$ cat src/rtl/music_player_pkg.sv
// music_player_pkg: shared widths, FSM states, note step and amplitude tables
// for the 4-song square-wave music player.
package music_player_pkg;
    localparam int NOTE_W  = 6;
    localparam int DUR_W   = 6;
    localparam int SONG_W  = 2;
    localparam int IDX_W   = 5;
    localparam int PHASE_W = 20;
    localparam int ROM_AW  = SONG_W + IDX_W;
    localparam int ROM_DW  = NOTE_W + DUR_W;

    typedef enum logic [1:0] {STOP, PLAY, PAUSE} state_e;

    // Octave-0 phase steps at 48 kHz for a 20-bit accumulator, A1 = 55 Hz upward.
    localparam logic [11:0] BASE_STEP [12] = '{
        12'd1202, 12'd1273, 12'd1349, 12'd1429, 12'd1514, 12'd1604,
        12'd1699, 12'd1800, 12'd1907, 12'd2021, 12'd2141, 12'd2268
    };

    localparam logic [15:0] AMP [4] = '{16'h1000, 16'h2000, 16'h4000, 16'h7FFF};

    function automatic logic [PHASE_W-1:0] note_step(input logic [NOTE_W-1:0] nt);
        logic [NOTE_W-1:0] n;
        n = nt - 1'b1;
        return PHASE_W'(BASE_STEP[4'(n % 6'd12)]) << (n / 6'd12);
    endfunction
endpackage

$ cat src/rtl/song_rom.sv
// song_rom: 128 x 12 song table addressed by {song, note index}; each entry is
// {note, dur}, dur = 0 ends the song and note = 0 is a rest. Registered read.
module song_rom
    import music_player_pkg::*;
(
    input  logic              clk,
    input  logic [ROM_AW-1:0] addr_i,
    output logic [ROM_DW-1:0] data_o
);
    logic [ROM_DW-1:0] rom_d;

    always_comb begin
        case (addr_i)
            7'h00:   rom_d = {6'd1,  6'd5};
            7'h01:   rom_d = {6'd13, 6'd2};
            7'h02:   rom_d = {6'd0,  6'd1};
            7'h03:   rom_d = {6'd25, 6'd1};
            7'h20:   rom_d = {6'd5,  6'd1};
            7'h21:   rom_d = {6'd17, 6'd1};
            7'h22:   rom_d = {6'd3,  6'd2};
            7'h40:   rom_d = {6'd8,  6'd2};
            7'h41:   rom_d = {6'd20, 6'd1};
            7'h60:   rom_d = {6'd40, 6'd1};
            7'h61:   rom_d = {6'd63, 6'd1};
            default: rom_d = '0;
        endcase
    end

    always_ff @(posedge clk) begin
        data_o <= rom_d;
    end
endmodule

$ cat src/rtl/music_player.sv
// music_player: 4-song player; beat timer, play/pause/next sequencer and a
// phase-accumulator square-wave synth producing one PCM sample per codec frame.
module music_player
    import music_player_pkg::*;
#(
    parameter int BEAT_COUNT = 1000
) (
    input  logic              clk,
    input  logic              reset,
    input  logic              play_button,
    input  logic              next_button,
    input  logic [1:0]        weight,
    input  logic              new_frame,
    input  logic              ff_switch0,
    input  logic              r_switch1,
    output logic [15:0]       sample_out,
    output logic [SONG_W-1:0] current_song,
    output logic              play
);
    localparam int BW = $clog2(BEAT_COUNT + 2);

    state_e             state_q, state_d;
    logic [SONG_W-1:0]  song_q, song_d;
    logic [IDX_W-1:0]   idx_q, idx_d;
    logic [BW-1:0]      beat_q, beat_d;
    logic [DUR_W-1:0]   nbeats_q, nbeats_d;
    logic [PHASE_W-1:0] phase_q, phase_d;
    logic [15:0]        sample_q, sample_d;
    logic [ROM_DW-1:0]  rom_data;
    logic [NOTE_W-1:0]  note;
    logic [DUR_W-1:0]   dur;
    logic [BW-1:0]      beat_sum;
    logic               beat, tick, done, step_en, clr, adv, rew_stop;

    song_rom u_rom (
        .clk    (clk),
        .addr_i ({song_q, idx_q}),
        .data_o (rom_data)
    );

    assign {note, dur} = rom_data;

    // ROM data for the current index has settled long before the next frame arrives.
    assign tick    = new_frame && (state_q == PLAY);
    assign done    = tick && (dur == '0);
    assign step_en = tick && !done;
    assign clr     = done || next_button;

    always_comb begin
        beat_sum = beat_q + (ff_switch0 ? BW'(2) : BW'(1));
        beat     = beat_sum >= BW'(BEAT_COUNT);
        beat_d   = clr ? '0 : !step_en ? beat_q : beat ? beat_sum - BW'(BEAT_COUNT) : beat_sum;
    end

    assign adv      = step_en && beat && (nbeats_q + 1'b1 == dur);
    assign rew_stop = adv && r_switch1 && (idx_q == '0);

    always_comb begin
        state_d  = state_q;
        song_d   = song_q;
        idx_d    = idx_q;
        nbeats_d = nbeats_q;
        if (play_button)
            state_d = (state_q == PLAY) ? PAUSE : PLAY;
        if (step_en) begin
            nbeats_d = adv ? '0 : nbeats_q + DUR_W'(beat);
            if (adv)
                idx_d = !r_switch1 ? idx_q + 1'b1 : (idx_q == '0) ? idx_q : idx_q - 1'b1;
        end
        if (rew_stop)
            state_d = STOP;
        if (clr) begin
            state_d  = STOP;
            song_d   = song_q + 1'b1;
            idx_d    = '0;
            nbeats_d = '0;
        end
    end

    // Each frame refreshes the sample; rests and non-playing frames output silence.
    always_comb begin
        phase_d  = phase_q;
        sample_d = sample_q;
        if (new_frame)
            sample_d = '0;
        if (step_en && note != '0) begin
            phase_d  = phase_q + note_step(note);
            sample_d = phase_q[PHASE_W-1] ? -AMP[weight] : AMP[weight];
        end
        if (clr) begin
            phase_d  = '0;
            sample_d = '0;
        end
    end

    always_ff @(posedge clk or posedge reset) begin
        if (reset) begin
            state_q  <= STOP;
            song_q   <= '0;
            idx_q    <= '0;
            beat_q   <= '0;
            nbeats_q <= '0;
            phase_q  <= '0;
            sample_q <= '0;
        end else begin
            state_q  <= state_d;
            song_q   <= song_d;
            idx_q    <= idx_d;
            beat_q   <= beat_d;
            nbeats_q <= nbeats_d;
            phase_q  <= phase_d;
            sample_q <= sample_d;
        end
    end

    assign sample_out   = sample_q;
    assign current_song = song_q;
    assign play         = (state_q == PLAY);
endmodule

$ cat config.mk
export PLATFORM = sky130hd
export DESIGN_NAME = music_player
export DESIGN_NICKNAME = d
export VERILOG_FILES = /design/src/rtl/music_player_pkg.sv /design/src/rtl/song_rom.sv /design/src/rtl/music_player.sv
export SDC_FILE = /design/constraint.sdc
export NUM_CORES = 1
export LEC_CHECK = 0
export BUFFER_PORTS_ARGS = -buffer_cell sky130_fd_sc_hd__buf_2
export CELL_PAD_IN_SITES_DETAIL_PLACEMENT = 1
export CELL_PAD_IN_SITES_GLOBAL_PLACEMENT = 1
export CORE_MARGIN = 4
export CORE_UTILIZATION = 30
export CTS_CLUSTER_SIZE = 14
export DETAILED_ROUTE_END_ITERATION = 8
export PLACE_DENSITY_LB_ADDON = 0.1
export REMOVE_ABC_BUFFERS = 1
export SETUP_SLACK_MARGIN = 0.2
export SLEW_MARGIN = 20
export SYNTH_ARGS = -nofsm -noshare
export SYNTH_HDL_FRONTEND = slang
export SYNTH_SLANG_ARGS = --single-unit
$ cat constraint.sdc
create_clock -name clk -period 8.8 [get_ports clk]
set_input_delay 1.32 -clock clk [delete_from_list [all_inputs] [get_ports clk]]
set_output_delay 1.32 -clock clk [all_outputs]
set_load 0.005 [all_outputs]
== Word level (Yosys, flattened, before mapping) ==
Memories as Yosys holds them, arrays and structs flattened.
Cells that the tools add are included.
Operators by class
  shifts and indexed selects: 1
  $lt $le $gt $ge: 3
  bitwise gates (word level): 2
  equal/unequal tests: 13
  mux-type cells: 28
  reduce and logical (&&, ||, !) cells: 20
  divide/modulo/power cells: 2
  add/sub/neg operators: 10
Operators by type and width (count)
  12-bit one-hot mux with 11 select lines: 1
  16-bit two-way mux: 6
  20-bit two-way mux: 2
  16-bit binary-select mux with 2-bit select: 1
  10-bit two-way mux: 3
  7-bit == test (second input constant): 4
  5-bit two-way mux: 5
  12-bit two-way mux: 2
  7-bit by 6-bit == test with 1-bit output (second input constant): 3
  20-bit adder: 1
  12-bit by 6-bit << shifter with 20-bit output: 1
  6-bit two-way mux: 3
  16-bit negator: 1
  7-bit by 2-bit == test with 1-bit output (second input constant): 2
  10-bit by 2-bit adder with 10-bit output: 1
  10-bit >= comparator (second input constant): 1
  2-bit two-way mux: 5
  10-bit subtractor (second input constant): 1
  1-bit logical AND: 8
  7-bit by 1-bit == test with 1-bit output (second input constant): 1
  7-bit logical NOT: 1
  6-bit by 1-bit adder with 6-bit output: 1
  6-bit by 1-bit adder with 6-bit output (second input constant): 1
  6-bit by 4-bit divider with 6-bit output (second input constant): 1
  other kinds (20): 23
Word-level totals
  input bits: 9
  memories kept: 1
  register bits after elaboration: 73
  ROM bits: 192
  output and inout port bits: 19
  word-level logic and storage cells: 88
Memory list
  (name not given): depth 16, width 12, rd ports 1, clocked after Yosys merged registers in 0, wr ports 0, line music_player_pkg.sv:25  | return PHASE_W'(BASE_STEP[4'(n % 6'd12)]) << (n / 6'd12);

== Logic depth before layout (Yosys ltp) ==
Gate-level depths: netlist (run 1).
  word-level depth: 11
  mapped depth: 35

== By module ==
A second synthesis (run 1) with hierarchy kept.
Unflattened totals
  cells, all modules: 643
  area, all modules: 5378.9 µm²
Modules (own cells, without submodules)
  music_player: times used 1, area each 4939.7 µm², cells each 595, seq. area each 1276.2 µm²
  song_rom: times used 1, area each 439.2 µm², cells each 48, seq. area each 180.2 µm²

== Worst setup path before layout (run 1) ==
Ideal clock, no wire load.
  path kind: register to register
  from: register u_rom.data_o[6]
  to: register phase_q[19]
  path slack: 1527 ps
  clock period less this slack: 7273 ps
  arrival time: 7141 ps
  data required time: 8668 ps
  stages on the path, launching flop included: 36
  buffers on the path: 6
  setup time: 132 ps
  cells stage by stage: dfxtp_1 buf_2 inv_1 ha_1 buf_2 nor3b_2 xor2_1 ha_1 clkbuf_1 or4_1 mux2_4 nand2_4 a311o_1 clkbuf_1 xnor2_1 ha_1 inv_1 nand2_1 or4_4 buf_6 o211ai_2 buf_2 a21oi_1 o211ai_1 nand2_1 nor3_1 ha_1 a211oi_1 o21ai_0 and3_1 o31ai_1 o2111ai_1 and2_1 o41ai_1 xor2_1 nor2_1
On the way
  cells in the longest elaborated chain, start to end: 10
  elaborated cells on any way between the ends: 14
  classes of those cells: add/sub (2); div (2); shift (1); mux (4); bitwise (1); reduce/logical (3); memory (1)
RTL lines
  from (decl): line song_rom.sv:8  | output logic [ROM_DW-1:0] data_o
  from (signal assigned): line song_rom.sv:30  | data_o <= rom_d;
  6-bit by 1-bit subtractor with 6-bit output: line music_player_pkg.sv:24  | n = nt - 1'b1;
  6-bit by 4-bit modulo with 6-bit output: line music_player_pkg.sv:25
  4-bit NOT with 5-bit output (not written as such): line music_player_pkg.sv:25
  memory read 16 x 12 bit
  12-bit two-way mux (not written as such) (2 in series): line music_player_pkg.sv:25
  12-bit by 6-bit << shifter with 20-bit output: line music_player_pkg.sv:25
  20-bit adder: line music_player.sv:87  | phase_d = phase_q + note_step(note);
  20-bit two-way mux: line music_player.sv:86  | if (step_en && note != '0) begin
  20-bit two-way mux: line music_player.sv:90  | if (clr) begin
  to (signal assigned): line music_player.sv:111  | phase_q <= phase_d;
  to (decl): line music_player.sv:27  | logic [PHASE_W-1:0] phase_q, phase_d;
Parallel ways exist; a longest one is shown, timed or not. The select of a mux whose other input is x is not followed.
A chain may end at the register's enable or synchronous reset.

== Worst setup path in the final report (run 1) ==
  from: register u_rom.data_o[7]
  to: register phase_q[19]
Same word-level chain as after synthesis.

==> flow_summary.ini, run 1 <==
[status]
status = finished, final reports clean

[sta]
finalSetupTns_ns = 0
max_freq_mhz = 129.7
rsz0062_at_grt = no
maxSlewViolCount = 0
period_needed_ns = 7.713
post-route-period-util_pct = 87.65
relSlewSlack_pct = 52.71
worst_pin_slew_ns = 0.7029
setup_viol = 0
fin_worst_skew_ns = 0.006625
hold_violations = 0
setup_slack_ns = 1.087

[worst_hold_path]
hp-class = reg2reg
hold_end = sample_out[12]$_DFFE_PP0P_
min-delay-start = sample_out[12]$_DFFE_PP0P_
whs_path_depth = 2

[setup_path]
crit_fanout = 17
cp.buffers_inverters = 2
cpMostUsedCell = ha_1
startpoint_type = register
path_delay_family = compound AO/OA/AOI/OAI gates
rr_endpoint = phase_q[19]$_DFFE_PP0P_
required_ns = 9.02
critPathArrivalTime_ns = 7.93
reg2reg_depth = 29
worst_setup_path_end_kind = register
critical_path_class = reg2reg
critPathSlowestCell = or4_4
max_stage_delay_ns = 0.57
r2r_start = u_rom.data_o[7]$_DFF_P_
regToRegSetupSlack_ns = 1.09

[finish]
regArea_um2 = 1456
final_common_cell = nand2_1
n_fill_cell = 2113
diodes = 0
drive_gt1_share_pct = 10.76
nets = 718
multi_input_area_um2 = 3602
areaGrowthSynthToFinish_pct = 10.60
final_cell_mix = nand2_1, a21oi_1, dfrtp_1, ha_1, nor2_1

[synthesis]
synth_area_leader_cell = dfrtp_1
synth-seq-cells = 60
yosysWarningCount = 0
synth.distinct_cells = 73
syn-cell-area_um2 = 5361
async_flop_share_pct = 85.00
synth-seq-area-share_pct = 27.16
synthTopCellsByArea = dfrtp_1, ha_1, nand2_1
synth_cells = 661
synth_edf_count = 0
synth.top_cell.area_share_pct = 23.80
syn_avg_cell_area_um2 = 8.111
ys.flop_type = dfrtp_1

[placement]
dp_hpwl_um = 11270
routabilityCongestion = 0.8260
placement.setup.worst_slack_ns = 1.011
portBuffers = 27

[floorplanning]
die-area_um2 = 20070
coreArea_um2 = 17420
die_h_um = 141.7
initial_core_util_pct = 30.78
io_pins = 28
die_w_um = 141.7
fp-row-count = 48

[route]
drc = 0
detail-route-antenna-nets = 0
num_vias = 4858
detail_route.iter0.violations = 292
first_pass_iters = 4
viasPerCell = 5.434
routedWlPerCell_um = 16.71
routed_wl_um = 14940

[clocking]
path_clk_slew_ns = 0.05
cts.sinks = 60
htreeDepth = 3
clockRootBuffer = clkbuf_16
tritoncts = yes
cts_buffer_depth = 2
numCtsBuffers = 9
clock_latency_ns = 0.34
holdBufCountCts = 0

[grt]
grt_usage_pct = 15.49
grt_max_degree = 52
grt-ovfl-total = 0
grt_pass1_wl_um = 25370
antenna_found_initial = 0
grt_pass1_vias = 5004

[job]
cap_violations = 0
[Yosys cell counts, types with 4 or more instances]
library cell,n
nor2b_1,13
mux2_2,4
o21ai_0,32
a22oi_1,4
a22o_1,13
inv_1,25
nand4_1,6
nor3b_1,4
nor2_1,39
buf_2,8
o21a_1,5
o21ai_1,7
nand3_1,21
or3_1,7
buf_4,10
a21oi_1,54
dfxtp_1,9
a31oi_1,14
a211oi_1,10
xor2_1,8
and3_1,9
or4_1,5
o211ai_1,5
a21o_1,11
xnor2_1,29
clkbuf_1,24
o22ai_1,5
o31ai_1,6
mux2i_1,15
dfrtp_1,51
nand2b_1,8
nor3_1,22
nand2_1,75
ha_1,42
or2_2,4
[per-layer routing]
metal | wire length, um | GRT usage [%] | share of wire (%)
met1 | 7108 | 20.43 | 48
met2 | 7395 | 26.11 | 49
met3 | 308 | 3.438 | 2.1
met4 | 131 | 3.182 | 0.88
met5 | 0 | 0 | 0
[worst max path at each step]
stage	endpoint	cells after the start	startpoint	slack (ns)
2_1_floorplan	phase_q[19]$_DFFE_PP0P_	29	u_rom.data_o[6]$_DFF_P_	0.91
3_3_place_gp	phase_q[19]$_DFFE_PP0P_	29	u_rom.data_o[7]$_DFF_P_	1.30
3_5_place_dp	phase_q[19]$_DFFE_PP0P_	29	u_rom.data_o[7]$_DFF_P_	1.01
4_1_cts	phase_q[19]$_DFFE_PP0P_	29	u_rom.data_o[7]$_DFF_P_	1.0
5_1_grt	phase_q[19]$_DFFE_PP0P_	29	u_rom.data_o[7]$_DFF_P_	0.22
6_report	phase_q[19]$_DFFE_PP0P_	29	u_rom.data_o[7]$_DFF_P_	1.09
[area by class of cell]
type,instances,share of cell area (%)
inverters,25,1.583
flip-flops and latches,60,24.56
clock inverters,6,1.076
clock buffers,10,3.862
multi-input cells,532,60.75
well taps,225,4.748
repair buffers,36,3.418
[kinds of logic after synthesis]
group / synth area share [%]
adders and majority gates: 10.92
DFF: 27.16
muxes: 4.201
xor gates and xnor gates: 6.044
buffers and inverters: 5.858
and+or+nand+nor: 21.33
AOI/OAI and AO/OA: 24.48
[stage by stage]
stage          utilization [%]  std cells  hold WS, ns  area [um^2]
5_1_grt                  34.04        894       0.5284         5929
3_3_place_gp             32.31        878       0.4765         5628
3_5_place_dp             32.31        878       0.4803         5628
4_1_cts                  33.99        894       0.4926         5921
6_report                 34.04        894       0.4929         5929
2_1_floorplan                -        617       0.4489         5141
[registers in the layout (all words and copies together), names as in the netlist]
register      flops
state_q           2
current_song      2
nbeats_q          6
idx_q             5
sample_out        6
phase_q          20
u_rom.data_o      9
beat_q           10
[worst min-delay path: stages, from the launching register on]
cell,delay [ns]
dfrtp_1,0.36
nand2_1,0.05
nand2_1,0.05
[timing repair]
item                       4_1_cts  5_1_grt
setup buffers                    0        0
gates resized for setup          0        1
setup endpoints to repair        0        3
Power of run 1 is not shown: default switching activity piles up to over one toggle a cycle in this logic, so the estimate is an artifact.
==> inputs of run 2 (changes only) <==
Settings changed: SYNTH_HIERARCHICAL set to 1.
==> flow_summary.ini, run 2 <==
[status]
status = finished, final reports clean

[finish]
n_fill_cell = 2098
final_common_cell = nand2_1
final_cell_mix = nand2_1, nor2_1, dfrtp_1, a21oi_1, ha_1
regArea_um2 = 1456
diodes = 0
multi_input_area_um2 = 3606
nets = 704
drive_gt1_share_pct = 12.98
largestRegisters = phase_q (20), beat_q (10), u_rom/data_o (9)
largest_reg_flops = 20
areaGrowthSynthToFinish_pct = 11.19
regMostFlops = phase_q

[clocking]
htreeDepth = 3
clock_latency_ns = 0.34
holdBufCountCts = 0
numCtsBuffers = 9
tritoncts = yes
cts.sinks = 60
path_clk_slew_ns = 0.06
cts_buffer_depth = 2
clockRootBuffer = clkbuf_16

[setup_path]
reg2reg_depth = 27
crit_fanout = 14
regToRegSetupSlack_ns = 0.89
critical_path_class = reg2reg
worst_setup_path_end_kind = register
critPathArrivalTime_ns = 8.12
startpoint_type = register
required_ns = 9.01
r2r_start = u_rom/data_o[7]$_DFF_P_
rr_endpoint = phase_q[19]$_DFFE_PP0P_

[job]
cap_violations = 0

[synthesis]
yosys.cell_count.top_type = nand2_1
synth_edf_count = 0
synthTopCellsByArea = dfrtp_1, ha_1, nand2_1
ys.flop_type = dfrtp_1
synth.distinct_cells = 75
synth.top_cell.area_share_pct = 23.73
syn_avg_cell_area_um2 = 8.365
synth-seq-cells = 60
synth_commonest_cells = nand2_1, nor2_1, dfrtp_1, a21oi_1, ha_1
synth-seq-area-share_pct = 27.08
synth_cells = 643
async_flop_share_pct = 85.00
synth_area_leader_cell = dfrtp_1
syn-cell-area_um2 = 5379
yosysWarningCount = 6

[route]
detail-route-antenna-nets = 0
detail_route.iter0.violations = 212
drc = 0
routedWlPerCell_um = 16.97
first_pass_iters = 4
num_vias = 4620
viasPerCell = 5.250
routed_wl_um = 14940

[sta]
worst_pin_slew_ns = 0.7375
post-route-period-util_pct = 89.85
fin_worst_skew_ns = 0.006793
maxSlewViolCount = 0
relSlewSlack_pct = 50.69
max_freq_mhz = 126.5
finalSetupTns_ns = 0
hold_violations = 0
rsz0062_at_grt = no
setup_viol = 0
period_needed_ns = 7.907

[floorplanning]
die-area_um2 = 20140
fp-row-count = 48
coreArea_um2 = 17420
die_h_um = 141.9
die_w_um = 141.9
initial_core_util_pct = 30.88
io_pins = 28

[grt]
grt_pass1_wl_um = 25410
grt_pass1_vias = 4910
grt_max_degree = 52
antenna_found_initial = 0
grt-ovfl-total = 0
grt_usage_pct = 15.53

[worst_hold_path]
hp-class = reg2reg
whs_path_depth = 2
hold_end = sample_out[12]$_DFFE_PP0P_
min-delay-start = sample_out[12]$_DFFE_PP0P_

[placement]
routabilityCongestion = 0.8124
dp_hpwl_um = 11050
portBuffers = 27
## run 2: cell count changes after synthesis, moves of 7 or more
cell	delta
a21oi_1	-9
a31oi_1	-10
mux2_2	+7
mux2i_1	+7
nand3_1	-11
nor2_1	+17
xor2_1	+9
## run 2: metal layers
layer | vias up | share of wire (%) | wire [um] | global-route usage (%)
met5 | - | 0 | 0 | 0
met4 | 0 | 1.6 | 244 | 4.343
met3 | 21 | 2.6 | 390 | 3.269
met2 | 47 | 48 | 7188 | 25.86
met1 | 2241 | 48 | 7114 | 20.42
li1 | 2311 | - | - | -
## run 2: what timing repair did
action | in CTS | in global routing
hold endpoints to repair | 0 | 0
resized for setup | 0 | 1
setup buffers | 0 | 0
endpoints found under the setup margin | 0 | 1
## run 2: cells by family after synthesis
| kind of cell | share of synthesized area (%) |
|---|---|
| XOR/XNOR | 7.327 |
| multiplexers | 6.676 |
| AO/OA/AOI/OAI | 21.52 |
| buffers and inverters | 6.094 |
| flip-flops | 27.08 |
| adder cells (fa/ha/maj) | 10.89 |
| other | 0.06972 |
| AND/OR/NAND/NOR | 20.35 |
## run 2: worst max path at each step
stage	cells past startpoint	from	slack, ns	end
CTS	27	u_rom/data_o[7]$_DFF_P_	0.91	phase_q[19]$_DFFE_PP0P_
global route	27	u_rom/data_o[7]$_DFF_P_	0.24	phase_q[19]$_DFFE_PP0P_
detailed placement	27	u_rom/data_o[7]$_DFF_P_	0.96	phase_q[19]$_DFFE_PP0P_
floorplan	27	u_rom/data_o[6]$_DFF_P_	1.14	phase_q[19]$_DFFE_PP0P_
global placement	27	u_rom/data_o[7]$_DFF_P_	1.15	phase_q[19]$_DFFE_PP0P_
finish	27	u_rom/data_o[7]$_DFF_P_	0.89	phase_q[19]$_DFFE_PP0P_
## run 2: cell type report
cell class / count / area share [%]
Sequential cell: 60 / 24.35
Clock inverter: 3 / 0.4393
Tap cell: 225 / 4.707
Timing Repair Buffer: 36 / 3.389
Inverter: 22 / 1.381
Clock buffer: 13 / 5.439
Multi-Input combinational cell: 521 / 60.29
## run 2: critical path, stage by stage, from the launching register on
cell and delay (ns):
dfxtp_1 0.40, inv_1 0.17, ha_1 0.36, or3b_4 0.44
xnor2_1 0.14, ha_1 0.34, or4_1 0.52, mux2_2 0.30
nand2_2 0.19, a311o_1 0.19, xnor2_1 0.13, ha_1 0.28
nor4_1 0.10, mux2i_1 0.47, o211ai_4 0.23, or3_1 0.44
o21a_1 0.16, mux2_2 0.27, mux2_2 0.27, ha_1 0.23
or4_1 0.51, o22ai_1 0.27, o211ai_1 0.18, a31o_2 0.27
a2111o_1 0.43, a41oi_1 0.24, xor2_1 0.17, nor2_1 0.06
## run 2: stage by stage
stage          instances  instance area [um^2]  hold WS (ns)  setup slack, ns  util, %
2_1_floorplan        603                  5141        0.4563            1.138        -
4_1_cts              880                  5979        0.4862           0.9127    34.33
3_3_place_gp         864                  5628        0.4538            1.154    32.31
6_report             880                  5981        0.4803           0.8930    34.34
3_5_place_dp         864                  5628        0.4714           0.9627    32.31
5_1_grt              880                  5981        0.5285           0.2412    34.34
Power of run 2 is left out for the same reason.
==> inputs of run 3 (changes only) <==
Settings changed: BUFFER_PORTS_ARGS -buffer_cell sky130_fd_sc_hd__buf_2 to unset, CTS_BUF_LIST set to sky130_fd_sc_hd__clkbuf_8, DONT_BUFFER_PORTS set to 1, RECOVER_POWER set to 50.
==> flow_summary.ini, run 3 (synthesis gave the netlist of run 2 again) <==
[finish]
largestRegisters = phase_q (20), beat_q (10), u_rom/data_o (9)
areaGrowthSynthToFinish_pct = 6.397
drive_gt1_share_pct = 8.599
fin_area_um2 = 5723
largest_reg_flops = 20
diodes = 0
multi_input_area_um2 = 3607
nets = 677
regArea_um2 = 1456
final_cell_mix = nand2_1, nor2_1, dfrtp_1, a21oi_1, ha_1
regMostFlops = phase_q
final_common_cell = nand2_1
n_fill_cell = 2095

[sta]
period_needed_ns = 8.017
post-route-period-util_pct = 91.10
setup_viol = 0
whs_ns = 0.5134
rsz0062_at_grt = no
finalSetupTns_ns = 0
setup_slack_ns = 0.7829
hold_violations = 0
relSlewSlack_pct = -96.30
maxSlewViolCount = 52
worst_pin_slew_ns = 2.945
max_freq_mhz = 124.7
fin_worst_skew_ns = 0.01387

[floorplanning]
io_pins = 28
die_h_um = 141.9
fp-row-count = 48
die_w_um = 141.9
die-area_um2 = 20140
coreArea_um2 = 17420
initial_core_util_pct = 30.88

[route]
routedWlPerCell_um = 16.66
detail_route.iter0.violations = 177
wl_met2_um = 7024
detail-route-antenna-nets = 0
topRoutingLayerUsed = met4
met1_length_um = 6799
viasPerCell = 5.251
num_vias = 4479
first_pass_iters = 4
routed_wl_um = 14210
wl_met3_um = 306
drc = 0

[clocking]
clockRootBuffer = clkbuf_8
htreeDepth = 3
cts_buffer_depth = 2
path_clk_slew_ns = 0.07
clock_latency_ns = 0.35
tritoncts = yes
numCtsBuffers = 9
cts.sinks = 60

[status]
violations = capacitance limit, slew limit
status = finished, violations left

[setup_path]
worst_setup_path_end_kind = register
startpoint_type = register
critPathArrivalTime_ns = 8.20
max_stage_delay_ns = 0.51
crit_fanout = 14
required_ns = 8.98
critPathSlowestCell = or4_1
critical_path_class = reg2reg

[placement]
dp_hpwl_um = 10710
placement.setup.worst_slack_ns = 0.7438
routabilityCongestion = 0.7771
dpl_cell_area_um2 = 5493
portBuffers = 0

[worst_hold_path]
hp-class = reg2reg

[grt]
grt_pass1_vias = 4721
antenna_found_initial = 0
grt-ovfl-total = 0
grt_max_degree = 52
grt_pass1_wl_um = 24090
grt_usage_pct = 14.59

[job]
cap_violations = 1
run 3: final cells by class:
cell class	count	share of cell area [%]
Clock inverter	7	2.011
Multi-Input combinational cell	521	63.03
Clock buffer	9	2.164
Tap cell	225	4.919
Inverter	22	1.443
Sequential cell	60	25.45
Timing Repair Buffer	9	0.9838
run 3: critical path: cells and delay by family, from the launching register on:
| kind | cells | cell delay, ns |
|---|---|---|
| AO/OA/AOI/OAI | 8 | 1.95 |
| AND/OR/NAND/NOR | 7 | 2.23 |
| buffers and inverters | 2 | 0.38 |
| flip-flops | 1 | 0.40 |
| adder cells (fa/ha/maj) | 4 | 1.12 |
| multiplexers | 4 | 1.32 |
| XOR/XNOR | 3 | 0.44 |
run 3: path summary, 6_finish.rpt:
kind	cells past startpoint	to	start	slack, ns
max	28	phase_q[19]$_DFFE_PP0P_	u_rom/data_o[7]$_DFF_P_	0.78
min	1	state_q[0]$_DFFE_PP0P_	state_q[0]$_DFFE_PP0P_	0.51
max reg2reg	28	phase_q[19]$_DFFE_PP0P_	u_rom/data_o[7]$_DFF_P_	0.78
min reg2reg	1	state_q[0]$_DFFE_PP0P_	state_q[0]$_DFFE_PP0P_	0.51
max in group asynchronous	2	phase_q[3]$_DFFE_PP0P_	reset	5.15
min in group asynchronous	2	idx_q[4]$_DFFE_PP0P_	reset	1.98
run 3: per-stage QoR:
stage | instances | util, %
3_3_place_gp | 837 | 31.54
4_1_cts | 853 | 32.91
6_report | 853 | 32.86
5_1_grt | 853 | 32.86
2_1_floorplan | 603 | -
3_5_place_dp | 837 | 31.54
run 3: what timing repair did:
action	in CTS	in global routing
buffers inserted	0	0
resized for setup	0	1
hold buffers	0	0
endpoints found under the setup margin	0	2
run 3: metal layers:
metal  track usage, %  vias up
met1            18.96     2186
met4            2.374        0
met5                0        -
met2            25.51       28
li1                 -     2258
met3            2.966        7
Power of run 3 is left out for the same reason.
